===== src/rtl/evt_pkg.sv =====
// EVT 2.0 word-type codes and field positions shared by the stream gate.
package evt_pkg;

  localparam int EVT2_TYPE_MSB = 31;
  localparam int EVT2_TYPE_LSB = 28;

  localparam logic [3:0] EVT2_CD_OFF      = 4'h0;
  localparam logic [3:0] EVT2_CD_ON       = 4'h1;
  localparam logic [3:0] EVT2_TIME_HIGH   = 4'h8;
  localparam logic [3:0] EVT2_EXT_TRIGGER = 4'hA;
  localparam logic [3:0] EVT2_OTHERS      = 4'hE;
  localparam logic [3:0] EVT2_CONTINUED   = 4'hF;

  // Only pixel (CD) events may be shed; every other word type carries state.
  function automatic logic evt2_is_cd(input logic [3:0] evt_type);
    return (evt_type == EVT2_CD_OFF) || (evt_type == EVT2_CD_ON);
  endfunction

endpackage


===== src/rtl/evt_sync_fifo.sv =====
// Synchronous FIFO with registered read port; the output register always
// holds the head entry so data is stable while it is not popped.
module evt_sync_fifo #(
  parameter int DEPTH = 16,
  parameter int WIDTH = 33
) (
  input  logic                       clk_i,
  input  logic                       rst_i,
  input  logic                       wr_en_i,
  input  logic [WIDTH-1:0]           wr_data_i,
  input  logic                       rd_en_i,
  output logic [WIDTH-1:0]           rd_data_o,
  output logic [$clog2(DEPTH):0]     count_o,
  output logic                       full_o,
  output logic                       empty_o
);

  localparam int AW = $clog2(DEPTH);
  localparam int CW = AW + 1;

  logic [WIDTH-1:0] mem_q [DEPTH];
  logic [AW-1:0]    wr_ptr_q, wr_ptr_d;
  logic [AW-1:0]    rd_ptr_q, rd_ptr_d;
  logic [CW-1:0]    count_q, count_d;
  logic [WIDTH-1:0] rd_data_q, rd_data_d;
  logic             push, pop;

  assign full_o  = (count_q == CW'(DEPTH));
  assign empty_o = (count_q == '0);
  assign push    = wr_en_i && !full_o;
  assign pop     = rd_en_i && !empty_o;

  always_comb begin
    wr_ptr_d = push ? wr_ptr_q + AW'(1) : wr_ptr_q;
    rd_ptr_d = pop  ? rd_ptr_q + AW'(1) : rd_ptr_q;
    count_d  = count_q;
    case ({push, pop})
      2'b10:   count_d = count_q + CW'(1);
      2'b01:   count_d = count_q - CW'(1);
      default: count_d = count_q;
    endcase
    // A word written into the slot that becomes head this edge goes straight
    // to the output register, since the array still holds stale contents there.
    if (push && (wr_ptr_q == rd_ptr_d)) begin
      rd_data_d = wr_data_i;
    end else begin
      rd_data_d = mem_q[rd_ptr_d];
    end
  end

  always_ff @(posedge clk_i) begin
    if (push) begin
      mem_q[wr_ptr_q] <= wr_data_i;
    end
  end

  always_ff @(posedge clk_i) begin
    if (rst_i) begin
      wr_ptr_q  <= '0;
      rd_ptr_q  <= '0;
      count_q   <= '0;
      rd_data_q <= '0;
    end else begin
      wr_ptr_q  <= wr_ptr_d;
      rd_ptr_q  <= rd_ptr_d;
      count_q   <= count_d;
      rd_data_q <= rd_data_d;
    end
  end

  assign rd_data_o = rd_data_q;
  assign count_o   = count_q;

endmodule


===== src/rtl/evt2_stream_gate.sv =====
// EVT 2.0 stream buffer that sheds CD events near full and never sheds
// timebase/trigger/tlast words. Optional drop counter: EVT2_DROP_CNT_EN.
module evt2_stream_gate
  import evt_pkg::*;
#(
  parameter int FIFO_DEPTH   = 16,
  parameter int DROP_RESERVE = 4
`ifdef EVT2_DROP_CNT_EN
  ,
  parameter int DROP_CNT_WIDTH = 32
`endif
) (
  input  logic        clk_i,
  input  logic        rst_i,
  input  logic        drop_en_i,
  input  logic [31:0] s00_axis_tdata,
  input  logic        s00_axis_tlast,
  input  logic        s00_axis_tvalid,
  output logic        s00_axis_tready,
  output logic [31:0] m00_axis_tdata,
  output logic        m00_axis_tlast,
  output logic        m00_axis_tvalid,
  input  logic        m00_axis_tready
`ifdef EVT2_DROP_CNT_EN
  ,
  output logic [DROP_CNT_WIDTH-1:0] drop_cnt_o,
  input  logic                      drop_cnt_clr_i
`endif
);

  localparam int CW = $clog2(FIFO_DEPTH) + 1;
  localparam logic [CW-1:0] DROP_THRESH = CW'(FIFO_DEPTH - DROP_RESERVE);

  logic [CW-1:0] fifo_count;
  logic          fifo_full, fifo_empty;
  logic [32:0]   fifo_rd_data;
  logic          s_fire, drop_word, wr_en;

  assign s00_axis_tready = !fifo_full;
  assign s_fire          = s00_axis_tvalid && s00_axis_tready;

  // Threshold uses the registered count, so a pop in the same cycle does not
  // rescue a CD word.
  assign drop_word = s_fire && drop_en_i && !s00_axis_tlast
                   && evt2_is_cd(s00_axis_tdata[EVT2_TYPE_MSB:EVT2_TYPE_LSB])
                   && (fifo_count >= DROP_THRESH);
  assign wr_en     = s_fire && !drop_word;

  evt_sync_fifo #(
    .DEPTH (FIFO_DEPTH),
    .WIDTH (33)
  ) u_fifo (
    .clk_i     (clk_i),
    .rst_i     (rst_i),
    .wr_en_i   (wr_en),
    .wr_data_i ({s00_axis_tlast, s00_axis_tdata}),
    .rd_en_i   (m00_axis_tready),
    .rd_data_o (fifo_rd_data),
    .count_o   (fifo_count),
    .full_o    (fifo_full),
    .empty_o   (fifo_empty)
  );

  assign m00_axis_tvalid = !fifo_empty;
  assign m00_axis_tlast  = fifo_rd_data[32];
  assign m00_axis_tdata  = fifo_rd_data[31:0];

`ifdef EVT2_DROP_CNT_EN
  logic [DROP_CNT_WIDTH-1:0] drop_cnt_q, drop_cnt_d;

  always_comb begin
    drop_cnt_d = drop_cnt_q;
    if (drop_cnt_clr_i) begin
      drop_cnt_d = drop_word ? DROP_CNT_WIDTH'(1) : '0;
    end else if (drop_word && (drop_cnt_q != '1)) begin
      drop_cnt_d = drop_cnt_q + DROP_CNT_WIDTH'(1);
    end
  end

  always_ff @(posedge clk_i) begin
    if (rst_i) begin
      drop_cnt_q <= '0;
    end else begin
      drop_cnt_q <= drop_cnt_d;
    end
  end

  assign drop_cnt_o = drop_cnt_q;
`endif

endmodule

===== config.mk =====
export PLATFORM = sky130hd
export DESIGN_NAME = evt2_stream_gate
export DESIGN_NICKNAME = d
export VERILOG_FILES = /design/src/rtl/evt_pkg.sv /design/src/rtl/evt_sync_fifo.sv /design/src/rtl/evt2_stream_gate.sv
export SDC_FILE = /design/constraint.sdc
export NUM_CORES = 1
export LEC_CHECK = 0
export ABC_AREA = 1
export CORE_ASPECT_RATIO = 0.6
export CORE_MARGIN = 3
export CORE_UTILIZATION = 59
export CTS_BUF_LIST = sky130_fd_sc_hd__clkbuf_4 sky130_fd_sc_hd__clkbuf_8
export DETAILED_ROUTE_END_ITERATION = 10
export PLACE_DENSITY = 0.77
export REMOVE_ABC_BUFFERS = 1
export SLEW_MARGIN = 40
export SYNTH_ARGS = -nofsm -noshare
export SYNTH_HDL_FRONTEND = slang
export SYNTH_HIERARCHICAL = 1
export SYNTH_SLANG_ARGS = --single-unit

===== constraint.sdc =====
create_clock -name clk_i -period 4.1 [get_ports clk_i]
set_clock_uncertainty 0.05 [all_clocks]
set_input_delay 0.82 -clock clk_i [delete_from_list [all_inputs] [get_ports clk_i]]
set_output_delay 0.82 -clock clk_i [all_outputs]
set_load 0.005 [all_outputs]

==> results.yml, run 1 <==
global_routing:
  grt_pass1_wl_um: 94900
  grt_pass1_vias: 16900
  grt_max_degree: 145
  globalRouteOverflowTotal: 0
  grt.met1_usage_pct: 38.4
  grt-busiest-layer: "met2"
  met2_usage_pct: 43.8
  grtUsageMet3_pct: 6.00
  antenna_found_initial: 1
  grt_usage_pct: 27.7
layout:
  diodes: 0
  final_layout_size_suffix_gt1_share_pct: 8.70
  fillers: 2981
  syn2layout_area_growth_pct: 13.0
  nets: 2520
  finish.instance_area_mm2: 0.0280
hold_path:
  min_from: "u_fifo/count_o[1]$_SDFFE_PP0P_"
  holdPathStages: 2
  min_to: "u_fifo/count_o[1]$_SDFFE_PP0P_"
  holdCritPathClass: "reg2reg"
drt:
  drt.antenna.violating_nets: 0
  drtPass1Iterations: 6
  drt-initial-drc-count: 2250
  vias: 17700
  wire_per_inst_um: 19.8
  drt-total-wl_um: 61300
  drc: 0
  viasPerCell: 5.71
run:
  maxCapViolCount: 0
yosys:
  yosysTopAreaCellShare_pct: 64.0
  synth_edf_count: 528
  synthArstFlopShare_pct: 0
  synthCells: 2411
  synth.area.top_cells: "edfxtp_1, nand3_1, nand2_1"
  ys_seq_elements: 574
  synth_most_common_cell: "nand3_1"
  post_synth.cell_area_avg_um2: 10.3
  syn_area_mm2: 0.0248
  yosys.area.top_type: "edfxtp_1"
  yosys-top-cells-count: "nand3_1, nand2_1, edfxtp_1, inv_1, nor2_1"
  yosysWarnings: 6
  ys_types: 28
  synth_ff_type: "edfxtp_1"
  synth-seq-area-share_pct: 67.7
die:
  fp.dieH_um: 165
  row_count: 57
  io_pins: 73
  die_area_mm2: 0.0446
  die_w_um: 271
  coreArea_mm2: 0.0409
  start_util_pct: 60.6
setup_path:
  worstSetupPathType: "in2reg"
  worstReg2RegEnd: "u_fifo/rd_data_o[13]$_SDFF_PP0_"
  arrival_ns: 3.46
  cp_slowest_cell: "buf_4"
  crit_path_max_incr_delay_ns: 0.68
  crit_required_ns: 4.58
  crit_path_end_kind: "flip-flop"
  rrSetupSlack_ns: 1.20
  startpoint_type: "primary input"
  r2r_cells: 12
  r2r_start: "u_fifo/count_o[4]$_SDFFE_PP0P_"
  crit_fanout: 70
  crit_top_cell: "nand3_1"
  path_cells: "clkdlybuf4s50_1, nand2_2, nand2_8, buf_4, nand3_1, nand3_1, nand3_1, nand3_1, nand3_1, nand2_1, inv_1"
timing:
  finalCritPeriodShare_pct: 72.7
  rsz0062_at_grt: "false"
  slew_headroom_pct: 41.7
  hold_viol_final: 0
  drv_slew: 0
  worst_pin_slew_ns: 0.875
  setup_viol: 0
  fin_crit_ns: 2.98
  fmax_mhz: 335
cts:
  clk_pin_slew_ns: 0.06
  root_buffer: "clkbuf_8"
  clock_latency_ns: 0.64
  clock_path_buffers: 3
  cts_setup_buffers: 0
  cts_resized: 0
  postCtsHoldBufs: 0
  cts_tree: "done"
  ctsHtreeMaxLevel: 3
  cts_num_sinks: 574
  numCtsBuffers: 81
place:
  gp_congestion: 0.834
  dp_hpwl_um: 31300
  place_area_mm2: 0.0263
  numPortBuffers: 72
power:
  fin_total_pwr_mw: 18.9
  leakagePower_nw: 11.7
  peakVddDrop_uv: 593
  powerDensity_mw_per_mm2: 675
run_status:
  status: "completed"
[worst max-delay path by stage]
stage / start / end
finish: m00_axis_tready / u_fifo/rd_data_o[13]$_SDFF_PP0_
global route: s00_axis_tdata[29] / u_fifo/count_o[4]$_SDFFE_PP0P_
CTS: m00_axis_tready / u_fifo/rd_data_o[13]$_SDFF_PP0_
detailed placement: m00_axis_tready / u_fifo/rd_data_o[13]$_SDFF_PP0_
global placement: s00_axis_tlast / u_fifo/count_o[4]$_SDFFE_PP0P_
floorplan: m00_axis_tready / u_fifo/rd_data_o[0]$_SDFF_PP0_
[cell type report]
cell class | instances | area, µm² | area share (%)
Sequential cell | 574 | 16800 | 59.9
Multi-Input combinational cell | 1371 | 6320 | 22.6
Clock buffer | 118 | 1430 | 5.10
Timing Repair Buffer | 126 | 1320 | 4.72
Inverter | 319 | 1200 | 4.28
Tap cell | 560 | 701 | 2.50
Clock inverter | 32 | 269 | 0.960
[flip-flops by register name, indices dropped and copies added, names as in the netlist]
| name | count |
|---|---|
| u_fifo/mem_q | 528 |
| u_fifo/rd_data_o | 33 |
| u_fifo/count_o | 5 |
| u_fifo/rd_ptr_q | 4 |
| u_fifo/wr_ptr_q | 4 |
[layout by cell type (no fill, tap or decap), types with 2 or more instances in the layout]
cell and instances:
a21oi_1 4, bufinv_16 5, ha_1 9, nand2_2 3, buf_4 38, o21ai_0 3
nand2_1 588, nand3_4 2, clkinv_2 10, edfxtp_1 528, dfxtp_1 46, inv_2 2
clkinv_1 17, nor2_4 16, xnor2_1 2, nor2_1 85, nor2_2 2, nand3_1 636
nor3b_1 2, clkdlybuf4s50_1 71, clkbuf_8 87, xor2_1 7, nand2_8 2, clkbuf_4 31
inv_1 315, buf_12 16
[stage by stage]
step / setup TNS, ns / setup slack, ns / cells / hold WS [ns] / utilization (%)
floorplan: -155.75 / -4.62 / 2264 / 0.439 / -
global placement: 0 / 0.587 / 2950 / 0.472 / 64.3
detailed placement: 0 / 0.515 / 2950 / 0.479 / 64.3
CTS: 0 / 1.19 / 3100 / 0.490 / 68.5
global route: 0 / 0.950 / 3100 / 0.533 / 68.5
finish: 0 / 1.12 / 3100 / 0.491 / 68.5
[where the power goes]
| part | leakage, nW | switching, mW | internal, mW |
|---|---|---|---|
| Combinational | 5.64 | 5.02 | 2.29 |
| Sequential | 5.15 | 0.138 | 6.79 |
| Clock | 0.908 | 2.13 | 2.56 |
[worst max-delay path: cells and delay by family]
family | cells | cell delay [ns]
buf+inv | 3 | 1.29
simple gates | 8 | 1.27
[kinds of logic after synthesis]
family	share of synthesized area [%]
buf+inv	7.48
flops	67.7
fa+ha+maj	0.454
simple gates	23.7
xor+xnor	0.318
compound gates	0.363
[layer usage]
metal / up-vias / part of all wire, % / wire length [µm]
met5: - / 0.028 / 17
met2: 961 / 46 / 28400
met3: 172 / 10 / 6430
li1: 8176 / - / -
met1: 8393 / 40 / 24500
met4: 2 / 3.2 / 1930
Note: power is estimated with default switching activity, not from simulation.
==> run 2: changes to the inputs <==
CORE_UTILIZATION = 58   (was 59)
PLACE_DENSITY = 0.79   (was 0.77)
clock period = 2.5 ns   (was 4.1 ns; I/O delays follow)
==> results.yml, run 2 (synthesized netlist as in run 1, its figures left out) <==
layout:
  final_layout_size_suffix_gt1_share_pct: 13.0
  stdcell_count: 3204
  post-route-util_pct: 71.7
  syn2layout_area_growth_pct: 19.4
  layout_commonest_cell: "nand3_1"
  nets: 2626
  regMostFlops: "u_fifo/mem_q"
  largest_reg_flops: 528
  most-common-layout-cells: "nand3_1, nand2_1, edfxtp_1"
  diodes: 0
die:
  coreArea_mm2: 0.0413
  io_pins: 73
  die_area_mm2: 0.0453
  start_util_pct: 60.0
  fp.dieH_um: 166
  die_w_um: 273
  row_count: 57
cts:
  clock_latency_ns: 0.64
  clock_path_buffers: 3
  root_buffer: "clkbuf_8"
  numCtsBuffers: 80
  ctsHtreeMaxLevel: 3
  cts_tree: "done"
  cts_num_sinks: 574
  clk_pin_slew_ns: 0.06
power:
  comb_power_share_pct: 43.6
  p_int_mw: 20.7
  fin_total_pwr_mw: 33.4
  peakVddDrop_uv: 699
  p_sw_mw: 12.7
  p_sw_share_pct: 38.1
  clock_power_share_pct: 22.4
  powerDensity_mw_per_mm2: 1130
  seq_power_share_pct: 34.0
  leakagePower_nw: 12.5
run:
  maxCapViolCount: 0
timing:
  hold_viol_final: 0
  fin_crit_ns: 2.35
  setup_viol: 0
  slew_headroom_pct: 55.7
  setup_tns_ns: 0
  setup_ws_ns: 0.149
  worst_pin_slew_ns: 0.662
  finalCritPeriodShare_pct: 94.1
  fmax_mhz: 425
  drv_slew: 0
drt:
  drtPass1Iterations: 6
  drt-total-wl_um: 65700
  viasPerCell: 5.80
  vias: 18600
  drc: 0
  wire_per_inst_um: 20.5
  drt-initial-drc-count: 2579
  drt.antenna.violating_nets: 0
hold_path:
  holdCritPathClass: "in2reg"
setup_path:
  cp-startpoint: "u_fifo/count_o[3]$_SDFFE_PP0P_"
  r2r_cells: 15
  r2r_start: "u_fifo/count_o[3]$_SDFFE_PP0P_"
  startpoint_type: "flip-flop"
  worstSetupPathType: "reg2reg"
  crit_fanout: 3
  arrival_ns: 2.87
  crit_required_ns: 3.02
  rrSetupSlack_ns: 0.15
  worstReg2RegEnd: "u_fifo/count_o[4]$_SDFFE_PP0P_"
  crit_path_end_kind: "flip-flop"
  cp-endpoint: "u_fifo/count_o[4]$_SDFFE_PP0P_"
place:
  dp_cells: 3055
  numPortBuffers: 72
  gp_congestion: 0.863
  pre_cts_ws_ns: -0.462
  dp_hpwl_um: 38500
global_routing:
  grt_max_degree: 56
  grt_pass1_wl_um: 102000
  globalRouteOverflowTotal: 0
  antenna_found_initial: 0
  grt_usage_pct: 29.0
  grt_pass1_vias: 18300
run_status:
  status: "completed"
## run 2: power by group through the flow
stage          Sequential (mW)  Clock (mW)  Combinational [mW]
5_1_grt                   11.4        8.02                15.8
3_5_place_dp              11.6           0                14.0
4_1_cts                   11.4        7.57                14.2
6_report                  11.4        7.47                14.6
2_1_floorplan             11.5           0                7.00
3_3_place_gp              11.5           0                13.6
## run 2: critical path, cell delays in order (launching register included)
cell	delay [ns]
dfxtp_2	0.33
buf_4	0.14
a21oi_2	0.15
nor2_1	0.06
nor2_1	0.09
nand2_1	0.10
ha_4	0.18
xor2_2	0.15
ha_1	0.19
a21o_1	0.17
nand2_1	0.07
nand2_1	0.07
a21oi_2	0.15
xor2_1	0.18
nand2_1	0.09
a21oi_2	0.11
## run 2: cell type report
| cell class | instances | area [µm²] |
|---|---|---|
| inverter | 319 | 1200 |
| fill | 2806 | 11700 |
| clock buffer | 125 | 1500 |
| clock inverter | 22 | 161 |
| sequential | 574 | 16800 |
| multi-input combinational | 1371 | 6360 |
| timing repair buffer | 233 | 2890 |
| tap | 560 | 701 |
## run 2: through the flow
stage	hold WS (ns)	cell area, µm²
2_1_floorplan	0.439	24100
3_3_place_gp	0.487	27900
3_5_place_dp	0.506	27900
4_1_cts	0.282	29500
5_1_grt	0.306	29600
6_report	0.336	29600
## run 2: timing repair
item                       4_1_cts  5_1_grt
hold buffers                     0        0
buffers inserted                 0        1
gates resized for setup          0       14
setup endpoints to repair        0       37
## run 2: how the worst min path moves through the flow
stage | from | end | slack (ns) | cells after the start
finish | rst_i | u_fifo/count_o[0]$_SDFFE_PP0P_ | 0.34 | 3
detailed placement | u_fifo/wr_ptr_q[0]$_SDFFE_PP0P_ | u_fifo/wr_ptr_q[0]$_SDFFE_PP0P_ | 0.51 | 2
global route | rst_i | u_fifo/count_o[4]$_SDFFE_PP0P_ | 0.31 | 3
global placement | u_fifo/wr_ptr_q[0]$_SDFFE_PP0P_ | u_fifo/wr_ptr_q[0]$_SDFFE_PP0P_ | 0.49 | 2
CTS | rst_i | u_fifo/count_o[0]$_SDFFE_PP0P_ | 0.28 | 3
floorplan | u_fifo/count_o[1]$_SDFFE_PP0P_ | u_fifo/count_o[1]$_SDFFE_PP0P_ | 0.44 | 2
## run 2: layer usage
| metal | track usage (%) | share of wire, % |
|---|---|---|
| met4 | 11.3 | 3.6 |
| met3 | 5.56 | 12 |
| met2 | 45.0 | 46 |
| met5 | 0 | 0 |
| met1 | 41.1 | 39 |
==> run 3: changes to the inputs <==
SETUP_SLACK_MARGIN = 0.2   (was not set)
==> results.yml, run 3 (synthesized netlist as in run 1, its figures left out) <==
cts:
  cts_tree: "done"
  clock_path_buffers: 3
  clk_pin_slew_ns: 0.06
  postCtsHoldBufs: 0
  clock_latency_ns: 0.65
  numCtsBuffers: 80
  cts_num_sinks: 574
  root_buffer: "clkbuf_8"
  ctsHtreeMaxLevel: 3
timing:
  worst_pin_slew_ns: 0.707
  setup_viol: 0
  fmax_mhz: 416
  drv_slew: 0
  hold_viol_final: 0
  slew_headroom_pct: 52.7
  setup_ws_ns: 0.0985
  fin_crit_ns: 2.40
  rsz0062_at_grt: "true"
  finalCritPeriodShare_pct: 96.1
layout:
  largest_reg_flops: 528
  layout_commonest_cell: "nand3_1"
  diodes: 0
  most-common-layout-cells: "nand3_1, nand2_1, edfxtp_1"
  final_layout_size_suffix_gt1_share_pct: 14.7
  post-route-util_pct: 73.1
  stdcell_count: 3228
  syn2layout_area_growth_pct: 21.7
  nets: 2650
  regMostFlops: "u_fifo/mem_q"
place:
  dp_hpwl_um: 38500
  dp_cells: 3055
  numPortBuffers: 72
  pre_cts_ws_ns: -0.462
  gp_congestion: 0.863
hold_path:
  holdCritPathClass: "in2reg"
  holdPathStages: 3
  min_from: "rst_i"
setup_path:
  startpoint_type: "primary input"
  r2r_cells: 15
  crit_fanout: 2
  arrival_ns: 2.92
  r2r_start: "u_fifo/count_o[2]$_SDFFE_PP0P_"
  worstSetupPathType: "in2reg"
  crit_path_end_kind: "flip-flop"
  cp-startpoint: "s00_axis_tdata[29]"
  crit_required_ns: 3.02
drt:
  drt-total-wl_um: 70000
  drtPass1Iterations: 6
  drt.antenna.violating_nets: 0
  vias: 19100
  viasPerCell: 5.93
  drc: 0
  wire_per_inst_um: 21.7
  drt-initial-drc-count: 2966
power:
  powerDensity_mw_per_mm2: 1140
  leakagePower_nw: 12.7
  peakVddDrop_uv: 722
global_routing:
  globalRouteOverflowTotal: 0
  antenna_found_initial: 0
  grt_max_degree: 56
  grt_pass1_wl_um: 102000
  grt_usage_pct: 29.1
  grt_pass1_vias: 18300
run:
  maxCapViolCount: 0
die:
  start_util_pct: 60.0
  coreArea_mm2: 0.0413
  die_area_mm2: 0.0453
  fp.dieH_um: 166
  io_pins: 73
  die_w_um: 273
  row_count: 57
run_status:
  status: "completed"
-- run 3: cell count changes in the layout (fill, tap and decap cells not counted), sizes merged --
cell           previous run  this run
clkdlybuf4s50            71        69
dlymetal6s2s              0         1
clkbuf                  126       137
inv                     320       319
clkinvlp                  2         3
buf                     161       174
dlygate4sd2               0         1
-- run 3: area by class of cell --
class	instances	area [µm²]
sequential	574	16800
fill	2696	11100
multi-input combinational	1371	6460
timing repair buffer	257	3360
clock buffer	125	1500
inverter	319	1210
tap	560	701
clock inverter	22	161
-- run 3: path summary, 6_finish.rpt --
check / endpoint / slack (ns)
worst max-delay path: u_fifo/count_o[4]$_SDFFE_PP0P_ / 0.1
worst min-delay path: u_fifo/count_o[4]$_SDFFE_PP0P_ / 0.34
worst max register to register: u_fifo/count_o[4]$_SDFFE_PP0P_ / 0.11
worst min register to register: u_fifo/wr_ptr_q[0]$_SDFFE_PP0P_ / 0.52
-- run 3: critical path, cell delays in order --
cell	delay (ns)
clkdlybuf4s50_1	0.44
nor2_2	0.19
nand3_1	0.19
nor2_2	0.14
nor2_2	0.04
nand2_1	0.07
ha_2	0.21
xor2_2	0.09
ha_2	0.18
a21o_1	0.17
nand2_1	0.09
nand2_2	0.06
a21oi_2	0.14
xor2_1	0.19
nand2_1	0.10
a21oi_2	0.12
-- run 3: per-layer routing --
layer	track usage [%]	wire, µm	vias up	part of all wire (%)
li1	-	-	8443	-
met4	11.4	2550	0	3.6
met1	41.1	26200	8988	37
met2	45.2	32300	1505	46
met5	0	0	-	0
met3	5.56	8930	197	13
-- run 3: power by group --
part,internal (mW),switching [mW]
registers,11.1,0.226
clock network,4.02,3.50
logic,5.92,9.49
-- run 3: stage by stage --
step                power, mW  area (µm²)  TNS [ns]  hold slack [ns]
global placement         25.1       27900   -157.24            0.487
finish                   34.3       30200         0            0.344
floorplan                18.5       24100   -494.09            0.439
global route             36.0       30200   -0.0523            0.295
CTS                      33.1       29500         0            0.282
detailed placement       25.6       27900   -150.66            0.506
-- run 3: repair_timing --
| action | in CTS | in global routing |
|---|---|---|
| setup endpoints to repair | 36 | 560 |
| gates cloned | 0 | 12 |
| gates resized for setup | 10 | 53 |
| pin swaps | 2 | 18 |
| setup buffers | 1 | 13 |
